**config.mk**
```make
export PLATFORM = sky130hd
export DESIGN_NAME = csr_commit
export DESIGN_NICKNAME = d
export VERILOG_FILES = /design/src/rtl/csr_commit.sv
export SDC_FILE = /design/constraint.sdc
export NUM_CORES = 1
export LEC_CHECK = 0
export CORE_AREA = 2 2 249 251
export CTS_BUF_LIST = sky130_fd_sc_hd__clkbuf_16
export DETAILED_ROUTE_END_ITERATION = 6
export DIE_AREA = 0 0 251 253
export MAX_ROUTING_LAYER = met4
export PLACE_DENSITY_LB_ADDON = 0.25
export SETUP_SLACK_MARGIN = 0.05
export SLEW_MARGIN = 20
export SYNTH_ARGS = -nofsm -noshare
export SYNTH_HDL_FRONTEND = slang
export SYNTH_SLANG_ARGS = --single-unit
```
**constraint.sdc**
```tcl
create_clock -name clk -period 5.6 [get_ports clk]
set_input_delay 1.12 -clock clk [delete_from_list [all_inputs] [get_ports clk]]
set_output_delay 1.12 -clock clk [all_outputs]
set_load 0.02 [all_outputs]
```
**src/rtl/csr_commit.sv**
```systemverilog
// csr_commit: sequences one CSR / ECALL / MRET instruction through read, write, trap and flush.
module csr_commit #(
    parameter int XLEN = 64
) (
    input  logic            clk,
    input  logic            reset,
    input  logic            in_valid,
    output logic            in_ready,
    input  logic [1:0]      in_kind,
    input  logic [2:0]      in_funct3,
    input  logic [11:0]     in_csr_addr,
    input  logic [4:0]      in_rs1_idx,
    input  logic [XLEN-1:0] in_rs1_val,
    input  logic [4:0]      in_rd,
    input  logic [XLEN-1:0] in_pc,
    output logic [11:0]     csr_raddr,
    input  logic [XLEN-1:0] csr_rdata,
    output logic [11:0]     csr_waddr,
    output logic            csr_wen,
    output logic [XLEN-1:0] csr_wdata,
    output logic [1:0]      csr_excep_op,
    output logic [XLEN-1:0] csr_pc,
    input  logic [XLEN-1:0] csr_mtvec,
    input  logic [XLEN-1:0] csr_mepc,
    output logic            rd_wen,
    output logic [4:0]      rd_addr,
    output logic [XLEN-1:0] rd_data,
    output logic            flush,
    output logic            redirect_valid,
    output logic [XLEN-1:0] redirect_pc
);
    typedef enum logic [2:0] {IDLE, READ, WRITE, TRAP, FLUSH} state_t;
    localparam logic [1:0] K_CSR = 2'd0, K_ECALL = 2'd1, K_RSV = 2'd3;
    state_t          state_q, state_d;
    logic [1:0]      kind_q, kind_d;
    logic [2:0]      funct3_q, funct3_d;
    logic [11:0]     addr_q, addr_d;
    logic [4:0]      rs1_idx_q, rs1_idx_d, rd_q, rd_d;
    logic [XLEN-1:0] rs1_val_q, rs1_val_d, pc_q, pc_d, old_q, old_d, target_q, target_d;
    logic [1:0]      op;
    logic [XLEN-1:0] src;
    assign op  = funct3_q[1:0];
    assign src = funct3_q[2] ? {{(XLEN-5){1'b0}}, rs1_idx_q} : rs1_val_q;
    // next-state, field latching and per-state output pulses; everything forced quiet while reset is high
    always_comb begin
        state_d        = state_q;
        kind_d         = kind_q;
        funct3_d       = funct3_q;
        addr_d         = addr_q;
        rs1_idx_d      = rs1_idx_q;
        rs1_val_d      = rs1_val_q;
        rd_d           = rd_q;
        pc_d           = pc_q;
        old_d          = old_q;
        target_d       = target_q;
        in_ready       = 1'b0;
        csr_raddr      = addr_q;
        csr_waddr      = addr_q;
        csr_wen        = 1'b0;
        csr_wdata      = '0;
        csr_excep_op   = 2'd0;
        csr_pc         = pc_q;
        rd_wen         = 1'b0;
        rd_addr        = rd_q;
        rd_data        = old_q;
        flush          = 1'b0;
        redirect_valid = 1'b0;
        redirect_pc    = target_q;
        case (state_q)
            IDLE: begin
                in_ready = 1'b1;
                if (in_valid) begin
                    kind_d    = in_kind;
                    funct3_d  = in_funct3;
                    addr_d    = in_csr_addr;
                    rs1_idx_d = in_rs1_idx;
                    rs1_val_d = in_rs1_val;
                    rd_d      = in_rd;
                    pc_d      = in_pc;
                    if (in_kind == K_RSV) target_d = in_pc + XLEN'(4);
                    state_d = in_kind == K_CSR ? READ : in_kind == K_RSV ? FLUSH : TRAP;
                end
            end
            READ: begin
                old_d   = csr_rdata;
                state_d = WRITE;
            end
            WRITE: begin
                csr_wen   = op == 2'b01 || (op[1] && rs1_idx_q != 5'd0);
                csr_wdata = op == 2'b01 ? src : op == 2'b10 ? (old_q | src) : (old_q & ~src);
                rd_wen    = rd_q != 5'd0 && op != 2'b00;
                target_d  = pc_q + XLEN'(4);
                state_d   = FLUSH;
            end
            TRAP: begin
                csr_excep_op = kind_q == K_ECALL ? 2'd1 : 2'd2;
                target_d     = kind_q == K_ECALL ? (csr_mtvec & ~XLEN'(3)) : csr_mepc;
                state_d      = FLUSH;
            end
            FLUSH: begin
                flush          = 1'b1;
                redirect_valid = 1'b1;
                state_d        = IDLE;
            end
            default: state_d = IDLE;
        endcase
        if (reset) begin
            in_ready       = 1'b0;
            csr_raddr      = '0;
            csr_waddr      = '0;
            csr_wen        = 1'b0;
            csr_wdata      = '0;
            csr_excep_op   = 2'd0;
            csr_pc         = '0;
            rd_wen         = 1'b0;
            rd_addr        = '0;
            rd_data        = '0;
            flush          = 1'b0;
            redirect_valid = 1'b0;
            redirect_pc    = '0;
        end
    end
    // state and latched instruction fields; reset abandons any in-flight instruction
    always_ff @(posedge clk) begin
        if (reset) begin
            state_q   <= IDLE;
            kind_q    <= '0;
            funct3_q  <= '0;
            addr_q    <= '0;
            rs1_idx_q <= '0;
            rs1_val_q <= '0;
            rd_q      <= '0;
            pc_q      <= '0;
            old_q     <= '0;
            target_q  <= '0;
        end else begin
            state_q   <= state_d;
            kind_q    <= kind_d;
            funct3_q  <= funct3_d;
            addr_q    <= addr_d;
            rs1_idx_q <= rs1_idx_d;
            rs1_val_q <= rs1_val_d;
            rd_q      <= rd_d;
            pc_q      <= pc_d;
            old_q     <= old_d;
            target_q  <= target_d;
        end
    end
endmodule

```
==> out/qor.yml <==
global_routing:
  global_route.usage.met2_pct: 39.59
  global_route.usage.total_pct: 23.81
  globalRouteMet3Util_pct: 6.343
  grt.busiest_layer: "met2"
  global_route.overflow_total: 0
  global_route.usage.met1_pct: 28.03
  number_of_antenna_violations_at_the_first_check_in_global_routing: 13
  pin_count_of_the_biggest_net_entering_global_routing: 157
  first_global_vias: 17850
  grt_first_pass_wirelength_mm: 113.9
worst_setup_path:
  cp_top_family: "simple AND/OR/NAND/NOR gates"
  path_max_fanout: 42
  cp_buf_inv_count: 2
  worst_path_max_delay_cell: "sky130_fd_sc_hd__clkdlybuf4s50_1"
  rr_worst_depth: 8
  critPathArrivalTime_ns: 3.60
  cp_data_required_time_ns: 4.48
  type_of_element_capturing_the_critical_path: "output pin"
  worst_path_cell_chain: "nor3b_4 -> nand2b_2 -> buf_12 -> a21oi_1 -> clkdlybuf4s50_1"
  critical-path-max-stage-delay_ns: 0.74
  critical_path_class: "reg -> out"
  path_length_in_cells_of_the_critical_path: 5
  worstSetupStartpointType: "flip-flop"
sta:
  worst_clock_skew_ns: 0.02864
  hold_viol: 0
  timing_worst_slew_pin_value_ns: 1.095
  relSlewSlack_pct: 27.03
  setup-tns-final_ns: 0
  final-setup-viol-count: 0
  rsz0062_at_grt: "no"
  final_max_slew_viol_count: 0
  timing.final.crit_period_ns: 4.718
  max_freq_mhz: 211.9
  timing.final.crit_share_pct: 84.25
synth:
  ys_top_cells_by_area: "sky130_fd_sc_hd__dfxtp_1 (34%), sky130_fd_sc_hd__nand2_1 (14%), sky130_fd_sc_hd__a21oi_1 (9.9%)"
  most_common_flop_cell_mapped_by_yosys: "sky130_fd_sc_hd__dfxtp_1"
  ys_seq_elements: 286
  yosysWarningCount: 0
  synth_top_cell_by_area: "sky130_fd_sc_hd__dfxtp_1"
  synth_edf_count: 0
  netlist_instances: 2395
  part_of_the_yosys_area_used_for_sequential_elements_pct: 33.95
  netlist.area_leader.share_pct: 33.95
  mappedNetlistNets: 2747
  syn_avg_cell_area_um2: 7.042
  synth_async_sr_flop_share_pct: 0
  synth.distinct_cells: 69
  syn_area_mm2: 0.01686
clock_tree:
  clock_tree.buffer_depth: 3
  clock_tree.root_cell: "sky130_fd_sc_hd__clkbuf_16"
  ctsResizeCount: 0
  clock_sink_count: 286
  cts.clk_slew.worst_paths_ns: 0.06
  cts_buffers: 38
  cts_hold_buffers: 0
  cts_post_setup_buffers_inserted: 0
  clk-insertion-delay-late_ns: 0.57
  htreeDepth: 2
  cts_tree: "done"
floorplanning:
  die_width_um: 251
  number_of_standard_cell_rows_in_the_floorplan: 91
  floorplan.die.height_um: 253
  core_region_area_mm2: 0.06103
  num_io_pins: 642
  initial_utilization_pct: 27.63
  die_area_mm2: 0.06350
final_layout:
  finalNetCount: 3252
  finish.utilization_pct: 40.92
  final_layout_size_suffix_gt1_share_pct: 4.409
  area_grow_syn2layout_pct: 48.07
pwr:
  irDropWorstVdd_uv: 177.9
  post-layout-total-power_mw: 6.149
  power.density_cell_area_mw_per_mm2: 246.3
  p_leak_nw: 8.693
route:
  antenna_left: 0
  drtPass1Iterations: 6
  routed_wire_length_per_instance_um: 20.77
  finalWirelength_mm: 77.44
  routed-via-count: 18820
  total_drc_errors_in_the_routed_layout: 0
  drt-initial-drc-count: 1398
  route.detailed.vias_per_inst: 5.049
job:
  drv.max_cap_violation_count: 0
place:
  hpwlAfterDp_mm: 56.53
  port-buffer-count: 639
  gp_routability_congestion: 0.9390
status:
  status: "completed"
hold_path:
  min_path_type: "reg -> reg"
  whs_path_depth: 2
[flip-flops by register name (all words and copies together) (netlist names)]
| signal | cells |
|---|---|
| funct3_q | 3 |
| kind_q | 2 |
| old_q | 64 |
| rs1_idx_q | 5 |
| state_q | 3 |
| rd_q | 5 |
| target_q | 64 |
| rs1_val_q | 64 |
| pc_q | 64 |
| addr_q | 12 |
[cell usage after synthesis (3+ instances only)]
master                      instances
sky130_fd_sc_hd__a211oi_1          13
sky130_fd_sc_hd__a21o_1             5
sky130_fd_sc_hd__a21oi_1          333
sky130_fd_sc_hd__a221oi_1          11
sky130_fd_sc_hd__a31oi_1           15
sky130_fd_sc_hd__and3_1             9
sky130_fd_sc_hd__buf_1             13
sky130_fd_sc_hd__buf_2             16
sky130_fd_sc_hd__buf_4             15
sky130_fd_sc_hd__clkbuf_1         156
sky130_fd_sc_hd__dfxtp_1          286
sky130_fd_sc_hd__inv_1              7
sky130_fd_sc_hd__mux2_2            11
sky130_fd_sc_hd__mux2i_1           67
sky130_fd_sc_hd__nand2_1          609
sky130_fd_sc_hd__nand2b_1         125
sky130_fd_sc_hd__nand3_1          124
sky130_fd_sc_hd__nand4_1           25
sky130_fd_sc_hd__nor2_1            85
sky130_fd_sc_hd__nor2b_1          208
sky130_fd_sc_hd__nor3_1            46
sky130_fd_sc_hd__nor3b_1            5
sky130_fd_sc_hd__nor4_1            23
sky130_fd_sc_hd__nor4_2             3
sky130_fd_sc_hd__nor4b_1            6
sky130_fd_sc_hd__o211ai_1           7
sky130_fd_sc_hd__o21a_1             6
sky130_fd_sc_hd__o21ai_0           28
sky130_fd_sc_hd__o21bai_1           3
sky130_fd_sc_hd__o221a_2            4
sky130_fd_sc_hd__o221ai_1           3
sky130_fd_sc_hd__o22ai_1            6
sky130_fd_sc_hd__o2bb2ai_1          3
sky130_fd_sc_hd__or2_2              3
sky130_fd_sc_hd__or3_1              5
sky130_fd_sc_hd__xnor2_1           34
sky130_fd_sc_hd__xor2_1            30
[power by group]
group	leakage, nW	switching, mW	internal (mW)	total [mW]
clock network	0.601	1.00	1.40	2.41
logic	5.75	0.782	0.637	1.42
registers	2.34	0.129	2.20	2.32
total	8.69	1.91	4.24	6.15
[cells in the final DEF (no fill, tap or decap), types with 12 or more instances in the layout]
cell type / n
sky130_fd_sc_hd__a211oi_1: 13
sky130_fd_sc_hd__a21oi_1: 333
sky130_fd_sc_hd__a31oi_1: 15
sky130_fd_sc_hd__buf_4: 24
sky130_fd_sc_hd__clkbuf_16: 39
sky130_fd_sc_hd__clkdlybuf4s50_1: 638
sky130_fd_sc_hd__dfxtp_1: 285
sky130_fd_sc_hd__diode_2: 12
sky130_fd_sc_hd__mux2i_1: 67
sky130_fd_sc_hd__nand2_1: 608
sky130_fd_sc_hd__nand2b_1: 122
sky130_fd_sc_hd__nand3_1: 124
sky130_fd_sc_hd__nand4_1: 25
sky130_fd_sc_hd__nor2_1: 84
sky130_fd_sc_hd__nor2b_1: 207
sky130_fd_sc_hd__nor3_1: 46
sky130_fd_sc_hd__nor4_1: 23
sky130_fd_sc_hd__o21ai_0: 28
sky130_fd_sc_hd__xnor2_1: 34
sky130_fd_sc_hd__xor2_1: 29
[layer usage]
layer	routed length [um]	part of all wire, %	vias to the layer above
met2	37440	48	737
met5	0	0	-
li1	-	-	9088
met4	2202	2.8	0
met1	31230	40	8901
met3	6572	8.5	98
[per-stage QoR]
step / setup slack, ns / area (um^2) / std cells / hold WS (ns)
6_report: 0.8818 / 24970 / 3728 / 0.4482
5_1_grt: 0.6339 / 24970 / 3728 / 0.4685
4_1_cts: 0.7807 / 24940 / 3716 / 0.4481
3_5_place_dp: 1.210 / 23740 / 3650 / 0.4400
3_3_place_gp: 1.204 / 23740 / 3650 / 0.4350
2_1_floorplan: 1.716 / 16860 / 2395 / 0.4274
[cell type report]
cell class,count,area [um^2]
antenna,12,30.03
sequential,286,5729
tap,790,988.4
timing repair buffer,667,6661
fill,6255,36060
inverter,7,26.28
clock buffer,39,975.9
clock inverter,27,227.7
multi-input combinational,1900,10330
[tightest hold or removal path: cells and delay by family, from the launching register on]
kind	cells	cell delay (ns)
compound gates	1	0.05
flops	1	0.31
simple gates	1	0.05
[logic make-up (layout without fill, tap and decap cells)]
kind of cell | count (synthesis) | count (layout) | synth area share (%)
buf+inv | 209 | 740 | 5.193
fa+ha+maj | 2 | 2 | 0.1484
mux | 78 | 78 | 4.711
compound gates | 465 | 465 | 15.73
xor+xnor | 64 | 64 | 3.324
flops | 286 | 286 | 33.95
other cells | 0 | 12 | 0
simple gates | 1291 | 1291 | 36.95
[final timing paths]
check                                start                   endpoint  slack (ns)
hold / removal    target_q[9]$_SDFFE_PP0P_   target_q[9]$_SDFFE_PP0P_        0.45
setup reg to reg   state_q[1]$_SDFFE_PP0P_  target_q[55]$_SDFFE_PP0P_        1.62
setup / recovery   state_q[1]$_SDFFE_PP0P_              csr_wdata[46]        0.88
hold reg to reg   target_q[9]$_SDFFE_PP0P_   target_q[9]$_SDFFE_PP0P_        0.45
Note: power is estimated with default switching activity, not from simulation.
